$ cat src/rtl/sad_acc_if.sv
// rtl/sad_acc_if.sv - beat input and frame result handshake bundle for the SAD engine
interface sad_acc_if #(
  parameter int W    = 8,
  parameter int N    = 4,
  parameter int ACCW = 16,
  parameter int CW   = 8
);
  logic            in_vld;
  logic            in_rdy;
  logic            in_last;
  logic [N*W-1:0]  x;
  logic [N*W-1:0]  y;
  logic [ACCW-1:0] res;
  logic [CW-1:0]   res_cnt;
  logic            res_sat;
  logic            res_vld;
  logic            rdy_dn;

  modport master (
    output in_vld, in_last, x, y, rdy_dn,
    input  in_rdy, res, res_cnt, res_sat, res_vld
  );

  modport slave (
    input  in_vld, in_last, x, y, rdy_dn,
    output in_rdy, res, res_cnt, res_sat, res_vld
  );
endinterface

$ cat src/rtl/sad_acc.sv
// rtl/sad_acc.sv - elastic 4-stage sum-of-absolute-differences engine with per-frame accumulation
module sad_acc #(
  parameter int W    = 8,
  parameter int N    = 4,
  parameter int ACCW = 16,
  parameter int CW   = 8,
  parameter int SAT  = 1
) (
  input logic      clk,
  input logic      rst_n,
  sad_acc_if.slave s_if
);
  localparam int LW = $clog2(N);
  localparam int SW = W + LW;

  logic [W:0]      r_d1 [N];
  logic [W:0]      r_m2 [N];
  logic [SW-1:0]   r_sum3;
  logic            r_v1, r_v2, r_v3;
  logic            r_l1, r_l2, r_l3;

  logic [ACCW-1:0] r_acc;
  logic [CW-1:0]   r_cnt;
  logic            r_satf;
  logic [ACCW-1:0] r_res;
  logic [CW-1:0]   r_res_cnt;
  logic            r_res_sat;
  logic            r_res_vld;

  logic            w_rdy1, w_rdy2, w_rdy3, w_rdy4;
  logic            w_t1, w_t2, w_t3, w_t4;
  logic [SW-1:0]   w_tree;
  logic [ACCW:0]   w_wide;
  logic            w_ovf;
  logic [ACCW-1:0] w_acc_n;
  logic            w_sat_n;
  logic [CW-1:0]   w_cnt_n;

  // A pending result blocks S4 for every beat, so a stalled result also freezes accumulation.
  assign w_rdy4 = s_if.rdy_dn | ~r_res_vld;
  assign w_rdy3 = w_rdy4 | ~r_v3;
  assign w_rdy2 = w_rdy3 | ~r_v2;
  assign w_rdy1 = w_rdy2 | ~r_v1;
  assign s_if.in_rdy = w_rdy1;

  assign w_t1 = s_if.in_vld & w_rdy1;
  assign w_t2 = r_v1 & w_rdy2;
  assign w_t3 = r_v2 & w_rdy3;
  assign w_t4 = r_v3 & w_rdy4;

  always_comb begin
    w_tree = '0;
    for (int i = 0; i < N; i++) begin
      w_tree = w_tree + SW'(r_m2[i]);
    end
  end

  assign w_wide  = {1'b0, r_acc} + (ACCW+1)'(r_sum3);
  assign w_ovf   = (SAT != 0) & w_wide[ACCW];
  assign w_acc_n = w_ovf ? '1 : w_wide[ACCW-1:0];
  assign w_sat_n = r_satf | w_ovf;
  assign w_cnt_n = (&r_cnt) ? r_cnt : r_cnt + CW'(1);

  always_ff @(posedge clk or negedge rst_n) begin
    if (!rst_n) begin
      r_v1 <= 1'b0;
      r_v2 <= 1'b0;
      r_v3 <= 1'b0;
    end else begin
      if (w_rdy1) r_v1 <= s_if.in_vld;
      if (w_rdy2) r_v2 <= r_v1;
      if (w_rdy3) r_v3 <= r_v2;
    end
  end

  always_ff @(posedge clk) begin
    if (w_t1) begin
      for (int i = 0; i < N; i++) begin
        r_d1[i] <= {1'b0, s_if.x[i*W +: W]} - {1'b0, s_if.y[i*W +: W]};
      end
      r_l1 <= s_if.in_last;
    end
    if (w_t2) begin
      for (int i = 0; i < N; i++) begin
        r_m2[i] <= r_d1[i][W] ? (~r_d1[i] + (W+1)'(1)) : r_d1[i];
      end
      r_l2 <= r_l1;
    end
    if (w_t3) begin
      r_sum3 <= w_tree;
      r_l3   <= r_l2;
    end
  end

  always_ff @(posedge clk or negedge rst_n) begin
    if (!rst_n) begin
      r_acc     <= '0;
      r_cnt     <= '0;
      r_satf    <= 1'b0;
      r_res     <= '0;
      r_res_cnt <= '0;
      r_res_sat <= 1'b0;
      r_res_vld <= 1'b0;
    end else begin
      if (w_t4) begin
        if (r_l3) begin
          r_res     <= w_acc_n;
          r_res_cnt <= w_cnt_n;
          r_res_sat <= w_sat_n;
          r_acc     <= '0;
          r_cnt     <= '0;
          r_satf    <= 1'b0;
        end else begin
          r_acc  <= w_acc_n;
          r_cnt  <= w_cnt_n;
          r_satf <= w_sat_n;
        end
      end
      if (w_t4 && r_l3) r_res_vld <= 1'b1;
      else if (s_if.rdy_dn) r_res_vld <= 1'b0;
    end
  end

  assign s_if.res     = r_res;
  assign s_if.res_cnt = r_res_cnt;
  assign s_if.res_sat = r_res_sat;
  assign s_if.res_vld = r_res_vld;
endmodule
$ cat src/flat_wrapper.sv
// flat-port wrapper written by rule: the top's interface ports become plain ports
module sad_acc_flat 
#(
  parameter int W    = 8,
  parameter int N    = 4,
  parameter int ACCW = 16,
  parameter int CW   = 8,
  parameter int SAT  = 1
)
  (clk, rst_n, s_if_in_vld, s_if_in_last, s_if_x, s_if_y, s_if_rdy_dn, s_if_in_rdy, s_if_res, s_if_res_cnt, s_if_res_sat, s_if_res_vld);
  sad_acc_if #(.W(W), .N(N), .ACCW(ACCW), .CW(CW)) s_if_i ();
  input logic clk;
  input logic rst_n;
  input wire logic [$bits(s_if_i.in_vld)-1:0] s_if_in_vld;
  input wire logic [$bits(s_if_i.in_last)-1:0] s_if_in_last;
  input wire logic [$bits(s_if_i.x)-1:0] s_if_x;
  input wire logic [$bits(s_if_i.y)-1:0] s_if_y;
  input wire logic [$bits(s_if_i.rdy_dn)-1:0] s_if_rdy_dn;
  output wire logic [$bits(s_if_i.in_rdy)-1:0] s_if_in_rdy;
  output wire logic [$bits(s_if_i.res)-1:0] s_if_res;
  output wire logic [$bits(s_if_i.res_cnt)-1:0] s_if_res_cnt;
  output wire logic [$bits(s_if_i.res_sat)-1:0] s_if_res_sat;
  output wire logic [$bits(s_if_i.res_vld)-1:0] s_if_res_vld;
  assign s_if_i.in_vld = s_if_in_vld;
  assign s_if_i.in_last = s_if_in_last;
  assign s_if_i.x = s_if_x;
  assign s_if_i.y = s_if_y;
  assign s_if_i.rdy_dn = s_if_rdy_dn;
  assign s_if_in_rdy = s_if_i.in_rdy;
  assign s_if_res = s_if_i.res;
  assign s_if_res_cnt = s_if_i.res_cnt;
  assign s_if_res_sat = s_if_i.res_sat;
  assign s_if_res_vld = s_if_i.res_vld;
  sad_acc #(.W(W), .N(N), .ACCW(ACCW), .CW(CW), .SAT(SAT)) u_core (.clk(clk), .rst_n(rst_n), .s_if(s_if_i));
endmodule
$ cat config.mk
export PLATFORM = sky130hd
export DESIGN_NAME = sad_acc_flat
export DESIGN_NICKNAME = d
export VERILOG_FILES = /design/src/rtl/sad_acc_if.sv /design/src/rtl/sad_acc.sv /design/src/flat_wrapper.sv
export SDC_FILE = /design/constraint.sdc
export NUM_CORES = 1
export LEC_CHECK = 0
export BUFFER_PORTS_ARGS = -buffer_cell sky130_fd_sc_hd__buf_4
export CAP_MARGIN = 20
export CORE_MARGIN = 5
export CORE_UTILIZATION = 43
export DETAILED_ROUTE_END_ITERATION = 6
export PLACE_DENSITY_LB_ADDON = 0.2
export SYNTH_ARGS = -nofsm -noshare
export SYNTH_HDL_FRONTEND = slang
export SYNTH_SLANG_ARGS = --single-unit
$ cat constraint.sdc
create_clock -name clk -period 3 [get_ports clk]
set_clock_uncertainty 0.05 [all_clocks]
set_input_delay 0.15 -clock clk [delete_from_list [all_inputs] [get_ports clk]]
set_output_delay 0.15 -clock clk [all_outputs]
set_load 0.03 [all_outputs]
After elaboration in Yosys (flattened, before gate mapping). Memory sizes are Yosys's and may differ from the RTL's. Index checks and enable logic that the tools add are counted.

Bits in writable memories: 72. Output and inout port bits: 27. Register bits: 67. Memories kept: 2. Word-level logic and storage cells: 65.

Add/subtract/negate cells: 13. Mux-type cells: 15. Reduce and logical (&&, ||, !) cells: 4. Bitwise operators: 17.

Memories: u_core.r_d1 (depth 4, bits a word 9, read ports 4, clocked after Yosys merged registers in 0, wr ports 4, line sad_acc.sv:16) `logic [W:0] r_d1 [N];`; u_core.r_m2 (depth 4, bits a word 9, read ports 4, clocked after Yosys merged registers in 0, wr ports 4, line sad_acc.sv:17) `logic [W:0] r_m2 [N];`.

Operators by type and width (count): $add A9 B1 Y9 const B (4); $mux W9 (4); $not A9 Y9 (4); $sub A8 B8 Y9 (4); $mux W16 (2); $add A10 B9 Y10 (2); $add A16 B10 Y17 (1); $mux W8 (2); $add A9 B9 Y10 (1); $add A8 B1 Y8 const B (1); $reduce_and A8 Y1 (1); $mux W1 (7); $or A1 B1 Y1 (5); $and A1 B1 Y1 (4); $not A1 Y1 (4); $reduce_and A2 Y1 (1); $reduce_bool A2 Y1 (1); $logic_and A1 B1 Y1 (1).

Logic depth before layout (Yosys ltp).
Depth after elaboration: 8. Depth in mapped cells: 11. Depth with buffers taken out: 11.

Least setup slack after synthesis. No wires, ideal clock.

Path type: register to register. Start: mem u_core.r_m2[2][2] in the netlist's numbering. End: reg u_core.r_sum3[8], data pin. Data arrival time: 2.737 ns. Path buffers: 0. Period minus slack after synthesis: 3.044 ns. Stages on the path, launching flop included: 12. Setup slack: -0.044 ns. Library setup time: 0.257 ns. Required time: 2.693 ns. Cell sequence: edfxtp_1 > inv_1 > fa_1 > fa_1 > inv_1 > ha_1 > a21o_1 > a21oi_1 > nand2b_1 > a21boi_0 > o41a_1 > xor2_1.

RTL lines: start, declared (line sad_acc.sv:17); end signal, assigned (line sad_acc.sv:90) `r_sum3 <= w_tree;`; end, declared (line sad_acc.sv:18) `logic [SW-1:0] r_sum3;`.

==> reports/qor.csv <==
stage,metric,value,unit
placed_design,routabilityCongestion,0.8443,
detailed_routing,wl_met1,6454,microns
layout,design_area,9776,sq um
detailed_routing,wl_met3,582,microns
detailed_routing,route.antenna.remaining_nets,0,
yosys,synthDistinctLibCells,57,
yosys,synth-edff-count,85,
cts,htreeDepth,4,
timing,tightest_slew,878.9,ps
power,p_per_area,821.2,nW/um^2
detailed_routing,maxUsedRoutingLayer,met4,
yosys,synth_ff_type,edfxtp_1,
min_path,hold_start,s_if_y[0],
power,leakage,0.004373,uW
timing,min_period,3014,ps
yosys,synth_mux_area_share,0.5104,%
timing,finalSetupViolations,1,
timing,relSlewSlack,41.19,%
cts,cts.path.max_buffers,2,
timing,max_freq,0.3318,GHz
floorplanning,num_io_pins,96,
detailed_routing,first_pass_iters,4,
yosys,syn_avg_cell_area,10.48,sq um
detailed_routing,dr_wl_met2,7181,microns
global_route,grt_pass1_vias,5537,
min_path,hold_path_class,in2reg,
global_route,grt_use_total,14.20,%
yosys,async_reset_ff_share,38.85,%
yosys,netlist_instances,772,
detailed_routing,dr_total_vias,5521,
yosys,syn_area,8089,sq um
layout,utilization,52.44,%
yosys,synthSimpleGateAreaFrac,12.20,%
timing,rsz0062_at_grt,true,
detailed_routing,wl,14440,microns
yosys,ys_ff_latch,139,
timing,worst_slack,-13.90,ps
timing,period_share,100.5,%
critical_path,cp-end-kind,flop,
detailed_routing,viasPerCell,4.864,
timing,slew_violations,0,
detailed_routing,drcViolationCount,0,
outcome,violations,setup timing,
layout,final_layout_size_suffix_gt1_share,17.65,%
cts,cts.sink_count,139,
layout,num_antenna_cells,0,
yosys,synthAdderAreaFrac,14.35,%
global_route,grt_max_degree,55,
placed_design,place_area,9119,sq um
floorplanning,num_rows,50,
detailed_routing,drtIter0Drc,246,
floorplanning,initial_core_util,43.39,%
critical_path,rr_startpoint,u_core.r_m2[1][2],
global_route,grt_pass1_wl,24990,microns
yosys,ys_seq_area_share,48.26,%
global_route,antenna_found_initial,0,
critical_path,startpoint_type,flop,
layout,final_net_count,1036,
timing,fin_hold_ws,65.86,ps
cts,clock_latency,430,ps
layout,area_growth,20.85,%
layout,fillers,1727,
yosys,syn_nets,920,
floorplanning,fp.dieH,147.2,microns
critical_path,required,3130,ps
timing,setup_tns,-13.90,ps
timing,hold_viol,0,
job,drv_cap,0,
yosys,synth_compound_area_share,12.71,%
floorplanning,die_area,21650,sq um
critical_path,cp-startpoint,u_core.r_m2[1][2],
detailed_routing,post_drt_wl_per_cell,12.72,microns
cts,root_buffer,clkbuf_16,
cts,cts_tree,built,
floorplanning,die_x,147.2,microns
yosys,synthXorXnorAreaFrac,6.497,%
global_route,grt_overflow,0,
cts,numCtsBuffers,17,
yosys,synth_top_family_by_area,adder cells,
critical_path,critPathArrivalTime,3150,ps
yosys,yosys_warnings,0,
critical_path,critPathMaxFanout,2,
outcome,status,"finished, violations left",
floorplanning,fp.coreArea,18640,sq um
power,irDropWorstVdd,0.4607,mV
cts,path_clk_slew,60,ps
critical_path,crit_type,reg2reg,
placed_design,hpwlAfterDp,11050,microns
placed_design,portBuffers,95,
[state kept, by name, indices dropped and copies added, names as in the netlist, 8 cells and up]
register / cells
u_core.r_m2: 36
u_core.r_acc: 16
u_core.r_d1: 36
u_core.s_if.res: 16
u_core.r_sum3: 10
u_core.r_cnt: 8
u_core.s_if.res_cnt: 8
[cell type report]
cell class              instances  area (sq um)  area share, %
flip-flops and latches        139          3904          39.93
repair buffers                110         835.8          8.550
clock buffers                  17         425.4          4.352
inverters                     102         382.9          3.917
well taps                     234         292.8          2.995
multi-input cells             518          3779          38.65
clock inverters                15         156.4          1.600
[cells in the final DEF, fill, tap and decap left out, types with 8 or more instances in the layout]
| cell | synthesis | final |
|---|---|---|
| a21o_1 | 9 | 9 |
| fa_1 | 23 | 21 |
| nand2b_1 | 15 | 15 |
| dfrtp_1 | 54 | 54 |
| buf_4 | 0 | 106 |
| xnor2_1 | 49 | 49 |
| nor2b_1 | 15 | 14 |
| nand2_1 | 67 | 67 |
| inv_1 | 102 | 101 |
| o21ai_0 | 73 | 71 |
| o31ai_1 | 9 | 9 |
| edfxtp_1 | 85 | 85 |
| nand3_1 | 11 | 11 |
| a21oi_1 | 36 | 34 |
| ha_1 | 56 | 55 |
| nor2_1 | 54 | 53 |
| clkbuf_16 | 0 | 17 |
| a21boi_0 | 11 | 9 |
| nor3_1 | 8 | 8 |
| xor2_1 | 11 | 11 |
[through the flow]
step,total power [uW],setup slack [ps],instances
after CTS,8075,-29.57,1136
after global placement,5863,-132.0,1099
after detailed placement,5924,-179.6,1099
final,8027,-13.90,1135
after global routing,8662,-163.1,1135
after floorplan,5053,-9.287,772
[critical path, cell delays in order (launching register included)]
cell      delay (ps)
edfxtp_1         350
inv_1             80
fa_1             440
fa_1             530
inv_1             50
ha_1             280
a21o_1           190
a21oi_2          130
nand2b_1         140
a21boi_2          70
o41a_1           320
xor2_1           140
[power by group]
group / internal (uW) / switching [uW]
Clock: 1280 / 773
Combinational: 1420 / 1710
Sequential: 2580 / 253
Total: 5290 / 2740
[kinds of logic (layout without fill, tap and decap cells)]
group,count (synthesis),in the layout
adder cells (fa/ha/maj),79,79
XOR/XNOR,60,60
flip-flops,139,139
AO/OA/AOI/OAI,169,169
AND/OR/NAND/NOR,206,206
multiplexers,4,4
buffers and inverters,115,244
[final timing paths]
path	end	slack [ps]	depth (start not counted)
worst min-delay path	u_core.r_d1[0][0]	70	3
worst min register to register	u_core.r_l3	360	0
worst max-delay path	u_core.r_sum3[8]	-10	11
min in group asynchronous	u_core.s_if.res_cnt[7]	270	2
max in group asynchronous	u_core.s_if.res[3]	2160	2
worst max register to register	u_core.r_sum3[8]	-10	11
[synth_stat cells (2+ instances only)]
cell      instances  area share, %
o211ai_1          2           0.19
and3_1            3           0.23
nor3b_1           2           0.19
nor3_1            8           0.49
nand2_1          67            3.1
nand2b_1         15            1.2
o21a_1            2           0.19
or3_1             5           0.39
and4_1            2           0.22
nor4b_1           5           0.54
a31oi_1           5           0.39
or2_2             5           0.39
and2_1            6           0.46
buf_2             2           0.12
clkbuf_1         10           0.46
nor2b_1          15            1.2
nand3_1          11           0.68
nand3b_1          2           0.19
o21ai_0          73            4.5
a21o_1            9           0.84
o2111a_1          2           0.28
nand4_1           2           0.15
a21oi_1          36            2.2
a31o_1            2           0.22
a21boi_0         11            1.0
a32o_1            2           0.25
a21oi_2           2           0.22
nor2_1           54            2.5
ha_1             56            8.7
xor2_1           11            1.2
dfrtp_1          54             17
inv_1           102            4.7
o31ai_1           9           0.84
edfxtp_1         85             32
fa_1             23            5.7
mux2i_1           3           0.37
xnor2_1          49            5.3
[per-layer routing]
metal  vias to the layer above  track usage (%)
met1                      2535            16.98
met3                        19            3.578
met2                        88            24.82
met5                         -                0
met4                         0            5.219
li1                       2879                -
[repair_timing]
action | 4_1_cts | 5_1_grt
hold buffers | 4 | 0
hold endpoints to repair | 59 | 0
buffers inserted | 1 | 0
pin swaps | 7 | 2
gates resized for setup | 9 | 6
endpoints found under the setup margin | 3 | 4
(Power assumes the default switching activity.)
